## src/rtl/ftdi_io_deser.sv

```systemverilog
// Multi-channel self-timed serial-to-parallel decoder with start/stop framing per channel.
// Optional parity bit after the data bits: define FTDI_IO_DESER_PARITY_EN.
module ftdi_io_deser #(
  parameter int unsigned CDataLen = 8,
  parameter int unsigned CChCnt   = 1,
  parameter int unsigned CBitDiv  = 16,
  parameter int unsigned CDivLen  = 16
) (
  input  logic                         AClkH,
  input  logic                         AResetHN,
  input  logic [CChCnt-1:0]            ADataI,
  input  logic [CChCnt-1:0]            ARdAck,
  output logic [CChCnt*CDataLen-1:0]   ADataO,
  output logic [CChCnt-1:0]            AValid,
  output logic [CChCnt-1:0]            AFrmErr,
  output logic [CChCnt-1:0]            AOvfErr,
  output logic [CChCnt-1:0]            AParErr,
  output logic                         ABusy
);

  localparam int unsigned CBcW = $clog2(CDataLen) + 1;

  localparam logic [2:0] SIdle  = 3'd0;
  localparam logic [2:0] SStart = 3'd1;
  localparam logic [2:0] SData  = 3'd2;
`ifdef FTDI_IO_DESER_PARITY_EN
  localparam logic [2:0] SPar   = 3'd3;
`endif
  localparam logic [2:0] SStop  = 3'd4;

  localparam logic [CDivLen-1:0] CHalf = CDivLen'(CBitDiv / 2 - 1);
  localparam logic [CDivLen-1:0] CFull = CDivLen'(CBitDiv - 1);
  localparam logic [CBcW-1:0]    CLast = CBcW'(CDataLen - 1);

`ifdef FTDI_IO_DESER_PARITY_EN
  function automatic logic par_err_calc(input logic [CDataLen-1:0] data, input logic par);
    return (^data) ^ par;
  endfunction
`endif

  logic [1:0]        flush_q;
  logic              armed_s;
  logic [CChCnt-1:0] busy_s;

  // Edge detection is held off until the synchroniser has flushed its preset ones,
  // so a line that is already low when reset releases cannot start a frame.
  always_ff @(posedge AClkH or negedge AResetHN) begin
    if (!AResetHN) begin
      flush_q <= 2'd0;
    end else if (flush_q != 2'd3) begin
      flush_q <= flush_q + 2'd1;
    end else begin
      flush_q <= flush_q;
    end
  end

  assign armed_s = (flush_q == 2'd3);
  assign ABusy   = |busy_s;

  for (genvar gi = 0; gi < CChCnt; gi++) begin : g_ch
    logic                sync1_q, sync2_q, prev_q;
    logic [2:0]          state_q, state_d;
    logic [CDivLen-1:0]  cnt_q, cnt_d;
    logic [CDataLen-1:0] shift_q, shift_d;
    logic [CBcW-1:0]     bits_q, bits_d;
    logic                stop_q, stop_d;
    logic                done_q, done_d;
    logic [CDataLen:0]   shift_ext_s;
    logic                fall_s, tick_s;
    logic [CDataLen-1:0] data_q;
    logic                valid_q, frm_q, ovf_q;
`ifdef FTDI_IO_DESER_PARITY_EN
    logic                par_q, par_d;
    logic                perr_q;
`endif

    always_ff @(posedge AClkH or negedge AResetHN) begin
      if (!AResetHN) begin
        sync1_q <= 1'b1;
        sync2_q <= 1'b1;
        prev_q  <= 1'b1;
      end else begin
        sync1_q <= ADataI[gi];
        sync2_q <= sync1_q;
        prev_q  <= sync2_q;
      end
    end

    assign fall_s      = armed_s && prev_q && !sync2_q;
    assign tick_s      = (cnt_q == '0);
    assign shift_ext_s = {shift_q, sync2_q};

    always_comb begin
      state_d = state_q;
      cnt_d   = cnt_q;
      shift_d = shift_q;
      bits_d  = bits_q;
      stop_d  = stop_q;
      done_d  = 1'b0;
`ifdef FTDI_IO_DESER_PARITY_EN
      par_d   = par_q;
`endif
      case (state_q)
        SIdle: begin
          if (fall_s) begin
            cnt_d   = CHalf;
            state_d = SStart;
          end else begin
            state_d = SIdle;
          end
        end
        SStart: begin
          if (!tick_s) begin
            cnt_d = cnt_q - CDivLen'(1);
          end else if (sync2_q) begin
            state_d = SIdle;
          end else begin
            cnt_d   = CFull;
            bits_d  = '0;
            state_d = SData;
          end
        end
        SData: begin
          if (!tick_s) begin
            cnt_d = cnt_q - CDivLen'(1);
          end else begin
            shift_d = shift_ext_s[CDataLen-1:0];
            cnt_d   = CFull;
            if (bits_q == CLast) begin
`ifdef FTDI_IO_DESER_PARITY_EN
              state_d = SPar;
`else
              state_d = SStop;
`endif
            end else begin
              bits_d = bits_q + CBcW'(1);
            end
          end
        end
`ifdef FTDI_IO_DESER_PARITY_EN
        SPar: begin
          if (!tick_s) begin
            cnt_d = cnt_q - CDivLen'(1);
          end else begin
            par_d   = sync2_q;
            cnt_d   = CFull;
            state_d = SStop;
          end
        end
`endif
        SStop: begin
          if (!tick_s) begin
            cnt_d = cnt_q - CDivLen'(1);
          end else begin
            // FSM returns to Idle at once; the word is published one cycle later via done_q.
            stop_d  = sync2_q;
            done_d  = 1'b1;
            state_d = SIdle;
          end
        end
        default: begin
          state_d = SIdle;
          cnt_d   = '0;
        end
      endcase
    end

    always_ff @(posedge AClkH or negedge AResetHN) begin
      if (!AResetHN) begin
        state_q <= SIdle;
        cnt_q   <= '0;
        shift_q <= '0;
        bits_q  <= '0;
        stop_q  <= 1'b0;
        done_q  <= 1'b0;
`ifdef FTDI_IO_DESER_PARITY_EN
        par_q   <= 1'b0;
`endif
      end else begin
        state_q <= state_d;
        cnt_q   <= cnt_d;
        shift_q <= shift_d;
        bits_q  <= bits_d;
        stop_q  <= stop_d;
        done_q  <= done_d;
`ifdef FTDI_IO_DESER_PARITY_EN
        par_q   <= par_d;
`endif
      end
    end

    // An ack on the completion edge consumes the old word, so no overrun is flagged.
    always_ff @(posedge AClkH or negedge AResetHN) begin
      if (!AResetHN) begin
        data_q  <= '0;
        valid_q <= 1'b0;
        frm_q   <= 1'b0;
        ovf_q   <= 1'b0;
`ifdef FTDI_IO_DESER_PARITY_EN
        perr_q  <= 1'b0;
`endif
      end else if (done_q) begin
        data_q  <= shift_q;
        valid_q <= 1'b1;
        frm_q   <= ~stop_q;
        ovf_q   <= (valid_q && !ARdAck[gi]) || (ovf_q && !ARdAck[gi]);
`ifdef FTDI_IO_DESER_PARITY_EN
        perr_q  <= par_err_calc(shift_q, par_q);
`endif
      end else if (ARdAck[gi] && valid_q) begin
        valid_q <= 1'b0;
        ovf_q   <= 1'b0;
      end else begin
        valid_q <= valid_q;
        ovf_q   <= ovf_q;
      end
    end

    assign ADataO[gi*CDataLen +: CDataLen] = data_q;
    assign AValid[gi]  = valid_q;
    assign AFrmErr[gi] = frm_q;
    assign AOvfErr[gi] = ovf_q;
`ifdef FTDI_IO_DESER_PARITY_EN
    assign AParErr[gi] = perr_q;
`else
    assign AParErr[gi] = 1'b0;
`endif
    assign busy_s[gi]  = (state_q != SIdle);
  end

endmodule

```

## config.mk

```make
export PLATFORM = sky130hd
export DESIGN_NAME = ftdi_io_deser
export DESIGN_NICKNAME = d
export VERILOG_FILES = /design/src/rtl/ftdi_io_deser.sv
export SDC_FILE = /design/constraint.sdc
export NUM_CORES = 1
export LEC_CHECK = 0
export CORE_MARGIN = 10
export CORE_UTILIZATION = 50
export DETAILED_ROUTE_END_ITERATION = 16
export GPL_ROUTABILITY_DRIVEN = 0
export PLACE_DENSITY = 0.82
export SLEW_MARGIN = 15
export SYNTH_ARGS = -nofsm -noshare
export SYNTH_HDL_FRONTEND = slang
export SYNTH_SLANG_ARGS = --single-unit
```

## constraint.sdc

```tcl
create_clock -name AClkH -period 2.09 [get_ports AClkH]
set_clock_uncertainty 0.1 [all_clocks]
set_input_delay 0.627 -clock AClkH [delete_from_list [all_inputs] [get_ports AClkH]]
set_output_delay 0.627 -clock AClkH [all_outputs]
set_load 0.01 [all_outputs]
```

==> metrics.yaml, run 1 <==
logic_synthesis:
  synth_edf_count: 0
  synth.top_cell.area_share_pct: 48.1
  yosys_warnings: 0
  synth-simple-area-share_pct: 17.0
  synthMuxAreaShare_pct: 9.77
  synth_adder_area_share_pct: 2.09
  async_flop_share_pct: 100
  synthDistinctLibCells: 54
  synth_top_family_by_area: "simple AND/OR/NAND/NOR gates"
  synth.avg_cell_area_sq_um: 10.5
  yosys.area.top_type: "dfrtp_1"
  synth_compound_area_share_pct: 15.6
  synth_area_leaders: "dfrtp_1 48%, mux2_2 8.5%, a31oi_1 3.7%"
  netlist_area_sq_um: 2390
  synthTopCellsByCount: "46 x dfrtp_1, 18 x mux2_2, 17 x a21oi_1, 17 x nand2_1, 15 x nor2_1"
  synthXorXnorAreaFrac_pct: 0.366
  synth-main-ff-cell: "dfrtp_1"
  ys_ff_latch: 49
  syn_inst: 229
  synth.most_common_cell: "dfrtp_1"
  synth_fp_nets: 237
  yosysSeqAreaShare_pct: 51.4
global_route:
  grt_pass1_wl_microns: 8470
  grt_pass1_vias: 1924
  grtUsageTotal_pct: 13.4
  grt_max_degree: 32
  antenna_found_initial: 0
  overflow: 0
worst_setup_path:
  reg2reg_depth: 7
  arrival_ps: 2250
  worst_path_max_delay_cell: "or4bb_1"
  crit_type: "register to register"
  crit_path_max_fanout: 4
  path_cells: "buf_4 > or4bb_1 > a211oi_2 > a22o_1 > buf_4 > a21oi_2 > o22a_2"
  worst_ep_required_time_ps: 2190
  cp-end-kind: "register"
  cp-start-kind: "register"
  max_stage_delay_ps: 490
  critPathMostFrequentCell: "buf_4"
clock_network:
  worstSkewPairLatency_ps: 310
  cts_buffer_depth: 2
  cts_tree: "yes"
  clk_transition_reported_paths_ps: 90
  clockRootBuffer: "clkbuf_8"
  cts_buffers: 5
  clock_sinks: 49
  htree_num_levels: 2
  cts_hold_buf: 0
finish:
  area_growth_pct: 26.2
  final_layout_size_suffix_gt1_share_pct: 35.1
  multi_input_area_sq_um: 1170
  fin_nets: 283
  utilization_pct: 64.4
  num_antenna_cells: 0
  fin_area_sq_um: 3020
  fillers: 345
  seqCellArea_sq_um: 1230
timing:
  min_period_ps: 2150
  timing.final.max_slew_violations: 0
  setup_slack_ps: -57.2
  finalHoldViolations: 0
  fin_crit_sh_pct: 103
  rsz0062_at_grt: "yes"
  max_freq_mhz: 466
  setup_viol: 2
placement:
  dp_hpwl_microns: 3500
  io_buffers: 15
  place_area_sq_um: 2760
pwr:
  total_power_mw: 3.35
  ir_worst_vdd_mv: 0.705
  leakage_nw: 1.36
  p_per_area_nw_per_um2: 1110
detailed_routing:
  drtIter0Drc: 102
  drt_first_pass_iters: 4
  wl_per_cell_microns: 15.4
  vias: 1896
  drc: 0
  viasPerCell: 5.75
  wirelength_microns: 5080
  ant_nets: 0
job:
  maxCapViolCount: 0
worst_hold_path:
  min_path_type: "input port to async pin"
floorplanning:
  io_pins: 17
  coreArea_sq_um: 4690
  die_y_microns: 89.2
  initial_utilization_pct: 51.0
  dieWidth_microns: 89.2
  rows: 25
  dieArea_sq_um: 7960
run_status:
  failed_checks: "negative setup slack"
  status: "finished, violations left"
-- power breakdown --
| part | total [mW] | switching (mW) | leakage, nW | internal, mW |
|---|---|---|---|---|
| clock network | 0.569 | 0.328 | 0.0447 | 0.242 |
| logic | 1.53 | 0.809 | 0.682 | 0.716 |
| registers | 1.26 | 0.154 | 0.633 | 1.10 |
-- per-stage QoR --
stage | hold slack [ps] | setup TNS, ps | worst slack [ps] | cells
CTS | 167 | 0 | 3.65 | 326
floorplan | 231 | -72.7 | -72.7 | 229
global route | 177 | -747 | -135 | 330
global placement | 247 | 0 | 50.8 | 311
detailed placement | 247 | -10.3 | -3.52 | 311
finish | 163 | -74.3 | -57.2 | 330
-- kinds of logic after synthesis --
logic type	after synthesis
buffers and inverters	20
AO/OA/AOI/OAI	59
other	1
multiplexers	21
flip-flops	49
adder cells (fa/ha/maj)	4
AND/OR/NAND/NOR	74
XOR/XNOR	1
-- layout by cell type, fill, tap and decap left out, drive strengths merged, types with 2 or more instances in the layout --
cell type	netlist	final
nand2	17	17
inv	7	8
clkdlybuf4s50	0	13
dfrtp	46	46
a21oi	18	18
nand3b	3	3
dfstp	3	3
or3	5	5
a31oi	14	14
o21ai	11	11
nand2b	2	2
o22a	2	2
and3	2	2
ha	4	4
nand4	2	2
nor2b	3	3
or3b	2	2
a21o	2	2
o31ai	2	2
nor3	11	11
mux2i	2	2
nor2	16	16
clkbuf	4	5
or2	2	2
buf	9	39
mux2	19	19
nand3	5	5
-- final cells by class --
cell class	count	area share (%)
clock inverter	3	0.828
timing repair buffer	52	14.4
inverter	7	0.869
tap	54	2.24
clock buffer	5	2.28
multi-input combinational	160	38.6
sequential	49	40.8
-- timing repair --
item | 4_1_cts | 5_1_grt
cloned | 0 | 1
setup buffers | 7 | 3
endpoints found under the setup margin | 5 | 28
gates resized for setup | 13 | 16
pin swaps | 4 | 8
-- state kept, by name, summed over array words and instances, names as in the netlist --
| name | flops |
|---|---|
| ADataO | 8 |
| AFrmErr | 1 |
| AOvfErr | 1 |
| AValid | 1 |
| flush_q | 2 |
| g_ch.bits_q | 4 |
| g_ch.cnt_q | 16 |
| g_ch.done_q | 1 |
| g_ch.prev_q | 1 |
| g_ch.shift_q | 8 |
| g_ch.state_q | 3 |
| g_ch.stop_q | 1 |
| g_ch.sync1_q | 1 |
| g_ch.sync2_q | 1 |
-- critical path, delay by kind of cell, from the launching register on --
family / cells / cell delay, ps
flops: 1 / 440
buf+inv: 2 / 280
compound gates: 4 / 720
simple gates: 1 / 490
-- layer usage --
metal,part of all wire (%),GRT usage [%]
met5,0,0
met4,0.97,4.34
met3,4.6,3.10
met2,53,23.7
met1,41,15.6
-- path summary, 6_finish.rpt --
check                                                from                           end  slack, ps
min reg2reg                     g_ch[0].sync1_q$_DFF_PN1_     g_ch[0].sync2_q$_DFF_PN1_        260
min                                              AResetHN        flush_q[0]$_DFFE_PN0P_        160
min in group AClkH              g_ch[0].sync1_q$_DFF_PN1_     g_ch[0].sync2_q$_DFF_PN1_        260
max                        g_ch[0].state_q[1]$_DFFE_PN0P_  g_ch[0].cnt_q[2]$_DFFE_PN0P_        -60
max in group asynchronous                        AResetHN  g_ch[0].cnt_q[8]$_DFFE_PN0P_       1220
max reg2reg                g_ch[0].state_q[1]$_DFFE_PN0P_  g_ch[0].cnt_q[2]$_DFFE_PN0P_        -60
Note: power is estimated with default switching activity, not from simulation.
==> inputs of run 2 (changes only) <==
--- a/config.mk
+++ b/config.mk
@@ -10,6 +10,7 @@
 export DETAILED_ROUTE_END_ITERATION = 16
 export GPL_ROUTABILITY_DRIVEN = 0
 export PLACE_DENSITY = 0.82
+export REMOVE_ABC_BUFFERS = 1
 export SLEW_MARGIN = 15
 export SYNTH_ARGS = -nofsm -noshare
 export SYNTH_HDL_FRONTEND = slang
==> metrics.yaml, run 2 (synthesis gave the netlist of run 1 again) <==
pwr:
  total_power_mw: 3.63  # +8.4%
  p_per_area_nw_per_um2: 1170  # +5.9%
  p_sw_share_pct: 38.2  # -0.29 points
  p_comb_share_pct: 46.8  # +1.3 points
  clkPwrFrac_pct: 19.2  # +2.2 points
  p_switching_mw: 1.39  # +7.6%
  p_seq_share_pct: 33.9  # -3.6 points
  ir_worst_vdd_mv: 0.667  # -5.3%
  leakage_nw: 1.40  # +2.7%
  p_int_mw: 2.24  # +8.9%
detailed_routing:
  ant_nets: 0  # unchanged
  drtIter0Drc: 198  # +94%
  viasPerCell: 5.97  # +4.0%
  drt_first_pass_iters: 4  # unchanged
  vias: 1989  # +4.9%
  drc: 0  # unchanged
  wl_per_cell_microns: 17.6  # +14%
  wirelength_microns: 5850  # +15%
timing:
  finalSetupTns_ps: -917  # -843 ps
  setup_slack_ps: -149  # -92.1 ps
  max_freq_mhz: 447  # -4.1%
  rsz0062_at_grt: "yes"
  fin_crit_sh_pct: 107  # +4.4 points
  setup_viol: 10  # +8
  min_period_ps: 2240  # +92.1 ps
  finalHoldViolations: 0  # unchanged
  timing.final.max_slew_violations: 0  # unchanged
worst_setup_path:
  crit_family: "compound AO/OA/AOI/OAI gates"
  critical_path_buf_inv_count: 2  # unchanged
  crit_path_max_fanout: 6  # +2
  crit_type: "register to register"
  arrival_ps: 2350  # +100 ps
  max_stage_delay_ps: 530  # +40 ps
  worst_ep_required_time_ps: 2200  # about the same
  cp-end-kind: "register"
  path_cells: "buf_6 > or4bb_1 > a211oi_2 > a22o_1 > buf_6 > a21oi_2 > o22a_1"
  critPathMostFrequentCell: "buf_6"
  cp-start-kind: "register"
  worst_path_max_delay_cell: "or4bb_1"
clock_network:
  worstSkewPairLatency_ps: 310  # about the same
  clk_transition_reported_paths_ps: 100  # about the same
  clock_sinks: 49  # unchanged
  cts_tree: "yes"
  cts_buffer_depth: 2  # unchanged
  cts_buffers: 5  # unchanged
  cts_hold_buf: 0  # unchanged
  clockRootBuffer: "clkbuf_8"
  htree_num_levels: 2  # unchanged
finish:
  final_layout_size_suffix_gt1_share_pct: 35.5  # +0.34 points
  num_antenna_cells: 0  # unchanged
  largest_reg_flops: 16  # unchanged
  final_common_cell: "dfrtp_1"
  top_register: "g_ch.cnt_q"
  layout_common_cells: "43 x dfrtp_1, 33 x buf_4, 18 x mux2_2"
  utilization_pct: 65.9  # +1.5 points
  final_cells: 333  # +0.91%
  fin_nets: 286  # +1.1%
  area_growth_pct: 29.2
floorplanning:
  initial_utilization_pct: 51.0  # unchanged
  coreArea_sq_um: 4690  # unchanged
  rows: 25  # unchanged
  io_pins: 17  # unchanged
  dieArea_sq_um: 7960  # unchanged
  dieWidth_microns: 89.2  # unchanged
  die_y_microns: 89.2  # unchanged
global_route:
  grtUsageTotal_pct: 14.1  # +0.70 points
  antenna_found_initial: 0  # unchanged
  grt_pass1_wl_microns: 8860  # +4.6%
  overflow: 0  # unchanged
  grt_pass1_vias: 1917  # -0.36%
  grt_max_degree: 50  # +56%
placement:
  dp_cells: 318  # +2.3%
  dp_hpwl_microns: 3570  # +2.0%
  io_buffers: 15  # unchanged
worst_hold_path:
  min_path_type: "input port to async pin"
run_status:
  failed_checks: "negative setup slack"
  status: "finished, violations left"
job:
  maxCapViolCount: 0  # unchanged
## run 2: final timing paths
kind / start / end / slack [ps] / cells after the start
max: g_ch[0].state_q[1]$_DFFE_PN0P_ / g_ch[0].cnt_q[3]$_DFFE_PN0P_ / -150 / 7
min: AResetHN / ADataO[0]$_DFFE_PN0P_ / 180 / 2
max reg2reg: g_ch[0].state_q[1]$_DFFE_PN0P_ / g_ch[0].cnt_q[3]$_DFFE_PN0P_ / -150 / 7
min reg2reg: g_ch[0].sync1_q$_DFF_PN1_ / g_ch[0].sync2_q$_DFF_PN1_ / 260 / 0
max in group asynchronous: AResetHN / g_ch[0].sync2_q$_DFF_PN1_ / 1440 / 2
min in group AClkH: g_ch[0].sync1_q$_DFF_PN1_ / g_ch[0].sync2_q$_DFF_PN1_ / 260 / 0
## run 2: area by class of cell
class                      count  area [sq um]
inverter                       7          26.3
multi-input combinational    160          1160
timing repair buffer          55           488
clock inverter                 3          46.3
tap                           54          67.6
sequential                    49          1230
fill                         368          1600
clock buffer                   5          68.8
## run 2: what timing repair did
item,CTS,global route
setup buffers,2,4
resized for setup,10,22
setup endpoints to repair,3,27
hold endpoints to repair,0,0
gates cloned,0,1
pin swaps,3,6
## run 2: metal layers
layer | global-route usage, % | wire length, microns
met1 | 17.9 | 2620
met2 | 22.6 | 2800
met3 | 3.65 | 285
met4 | 5.06 | 135
met5 | 0 | 0
## run 2: power by group through the flow
stage	combinational [mW]	sequential [mW]	clock [mW]
after global routing	1.84	1.25	0.750
after floorplan	0.738	1.29	0
final	1.70	1.23	0.699
after global placement	1.39	1.24	0
after detailed placement	1.41	1.25	0
after CTS	1.47	1.23	0.708
## run 2: metrics by stage
| stage | worst slack (ps) | hold slack, ps | instance area (sq um) |
|---|---|---|---|
| 3_5_place_dp | -21.5 | 251 | 2820 |
| 4_1_cts | 3.31 | 187 | 2980 |
| 6_report | -149 | 185 | 3090 |
| 3_3_place_gp | 38.0 | 249 | 2820 |
| 5_1_grt | -181 | 195 | 3090 |
| 2_1_floorplan | -105 | 231 | 2330 |
==> inputs of run 3 (changes only) <==
--- a/config.mk
+++ b/config.mk
@@ -9,6 +9,7 @@
 export CORE_UTILIZATION = 50
 export DETAILED_ROUTE_END_ITERATION = 16
 export GPL_ROUTABILITY_DRIVEN = 0
+export MAX_ROUTING_LAYER = met4
 export PLACE_DENSITY = 0.82
 export REMOVE_ABC_BUFFERS = 1
 export SLEW_MARGIN = 15
==> metrics.yaml, run 3 (synthesis gave the netlist of run 1 again) <==
clock_network:
  cts_hold_buf: 0  # unchanged
  htree_num_levels: 2  # unchanged
  clockRootBuffer: "clkbuf_8"
  clock_sinks: 49  # unchanged
  cts_buffer_depth: 2  # unchanged
  clk_transition_reported_paths_ps: 100  # about the same
  cts_buffers: 5  # unchanged
  cts_tree: "yes"
  worstSkewPairLatency_ps: 310  # about the same
finish:
  layout_common_cells: "43 x dfrtp_1, 33 x buf_4, 18 x mux2_2"
  seqCellArea_sq_um: 1230  # unchanged
  multi_input_area_sq_um: 1160  # unchanged
  area_growth_pct: 29.2  # unchanged
  num_antenna_cells: 0  # unchanged
  final_layout_size_suffix_gt1_share_pct: 35.5  # unchanged
  fin_nets: 286  # unchanged
  final_common_cell: "dfrtp_1"
  largest_reg_flops: 16  # unchanged
  top_register: "g_ch.cnt_q"
  fillers: 368  # unchanged
  utilization_pct: 65.9  # unchanged
  final_cells: 333  # unchanged
  fin_area_sq_um: 3090  # unchanged
placement:
  place_area_sq_um: 2820  # unchanged
  dp_hpwl_microns: 3570  # unchanged
  pre_cts_ws_ps: -21.5  # unchanged
  io_buffers: 15  # unchanged
  dp_cells: 318  # unchanged
floorplanning:
  initial_utilization_pct: 51.0  # unchanged
  coreArea_sq_um: 4690  # unchanged
  rows: 25  # unchanged
  dieArea_sq_um: 7960  # unchanged
  io_pins: 17  # unchanged
  dieWidth_microns: 89.2  # unchanged
  die_y_microns: 89.2  # unchanged
worst_hold_path:
  min_path_type: "input port to async pin"
worst_setup_path:
  arrival_ps: 2330  # -20 ps
  worst_ep_required_time_ps: 2200  # about the same
  rrSetupSlack_ps: -130  # +20 ps
  cp-end-kind: "register"
  cp-start-kind: "register"
  crit_type: "register to register"
  crit_path_max_fanout: 6  # unchanged
  reg2reg_depth: 7  # unchanged
pwr:
  leakage_nw: 1.40  # unchanged
  total_power_mw: 3.64  # about the same
  p_per_area_nw_per_um2: 1180  # about the same
  clkPwrFrac_pct: 19.3  # about the same
  p_sw_share_pct: 38.3  # about the same
  ir_worst_vdd_mv: 0.664  # -0.55%
  p_int_mw: 2.24  # about the same
  p_seq_share_pct: 33.9  # about the same
  p_comb_share_pct: 46.8  # about the same
  p_switching_mw: 1.39  # +0.14%
timing:
  setup_viol: 9  # -1
  max_freq_mhz: 451  # +1.1%
  finalSetupTns_ps: -712  # +205 ps
  whs_ps: 181  # -3.02 ps
  setup_slack_ps: -126  # +23.6 ps
  fin_crit_sh_pct: 106  # -1.1 points
  min_period_ps: 2220  # -23.6 ps
  rsz0062_at_grt: "yes"
  finalHoldViolations: 0  # unchanged
  timing.final.max_slew_violations: 0  # unchanged
global_route:
  antenna_found_initial: 0  # unchanged
  grt_pass1_vias: 1926  # +0.47%
  grtUsageTotal_pct: 14.5  # +0.34 points
  grt_pass1_wl_microns: 8850  # -0.16%
  grt_max_degree: 50  # unchanged
  overflow: 0  # unchanged
detailed_routing:
  wirelength_microns: 5830  # -0.24%
  drt_first_pass_iters: 4  # unchanged
  wl_per_cell_microns: 17.5  # -0.24%
  drtIter0Drc: 166  # -16%
  viasPerCell: 6.02  # +0.80%
  drc: 0  # unchanged
  ant_nets: 0  # unchanged
  vias: 2005  # +0.80%
run_status:
  status: "finished, violations left"
  failed_checks: "negative setup slack"
job:
  maxCapViolCount: 0  # unchanged
run 3: cell counts in the layout (fill, tap and decap cells not counted):
Identical to the previous run, type by type.
run 3: final cells by class:
type                       instances  area share, %
tap                               54           2.18
timing repair buffer              55           15.8
clock inverter                     3           1.50
multi-input combinational        160           37.6
sequential                        49           39.9
inverter                           7          0.849
clock buffer                       5           2.22
run 3: path summary, 6_finish.rpt:
path	startpoint	end
setup / recovery	g_ch[0].state_q[1]$_DFFE_PN0P_	g_ch[0].cnt_q[3]$_DFFE_PN0P_
hold / removal	AResetHN	ADataO[0]$_DFFE_PN0P_
setup reg to reg	g_ch[0].state_q[1]$_DFFE_PN0P_	g_ch[0].cnt_q[3]$_DFFE_PN0P_
hold reg to reg	g_ch[0].sync1_q$_DFF_PN1_	g_ch[0].sync2_q$_DFF_PN1_
max in group asynchronous	AResetHN	g_ch[0].sync2_q$_DFF_PN1_
min in group AClkH	g_ch[0].sync1_q$_DFF_PN1_	g_ch[0].sync2_q$_DFF_PN1_
run 3: per-layer routing:
layer	GRT usage [%]	wire length, microns	share of wire [%]	vias up
met4	5.06	143	2.5	0
met3	3.28	326	5.6	14
li1	-	-	-	927
met2	22.6	2810	48	77
met1	18.0	2550	44	987
met5	-	0	0	-
run 3: worst max-delay path, cell delays in order, from the launching register on:
cell	delay, ps
dfrtp_2	420
buf_6	130
or4bb_1	530
a211oi_2	330
a22o_1	260
buf_6	150
a21oi_2	30
o22a_1	160
run 3: repair_timing:
action / in CTS / in global routing
pin swaps: 3 / 6
cloned: 0 / 1
endpoints found under the setup margin: 3 / 27
gates resized for setup: 10 / 22
setup buffers: 2 / 4
run 3: power groups by stage:
| stage | clock network, mW | logic [mW] | registers [mW] |
|---|---|---|---|
| 6_report | 0.702 | 1.70 | 1.23 |
| 3_3_place_gp | 0 | 1.39 | 1.24 |
| 5_1_grt | 0.747 | 1.84 | 1.25 |
| 4_1_cts | 0.708 | 1.47 | 1.23 |
| 3_5_place_dp | 0 | 1.41 | 1.25 |
| 2_1_floorplan | 0 | 0.738 | 1.29 |
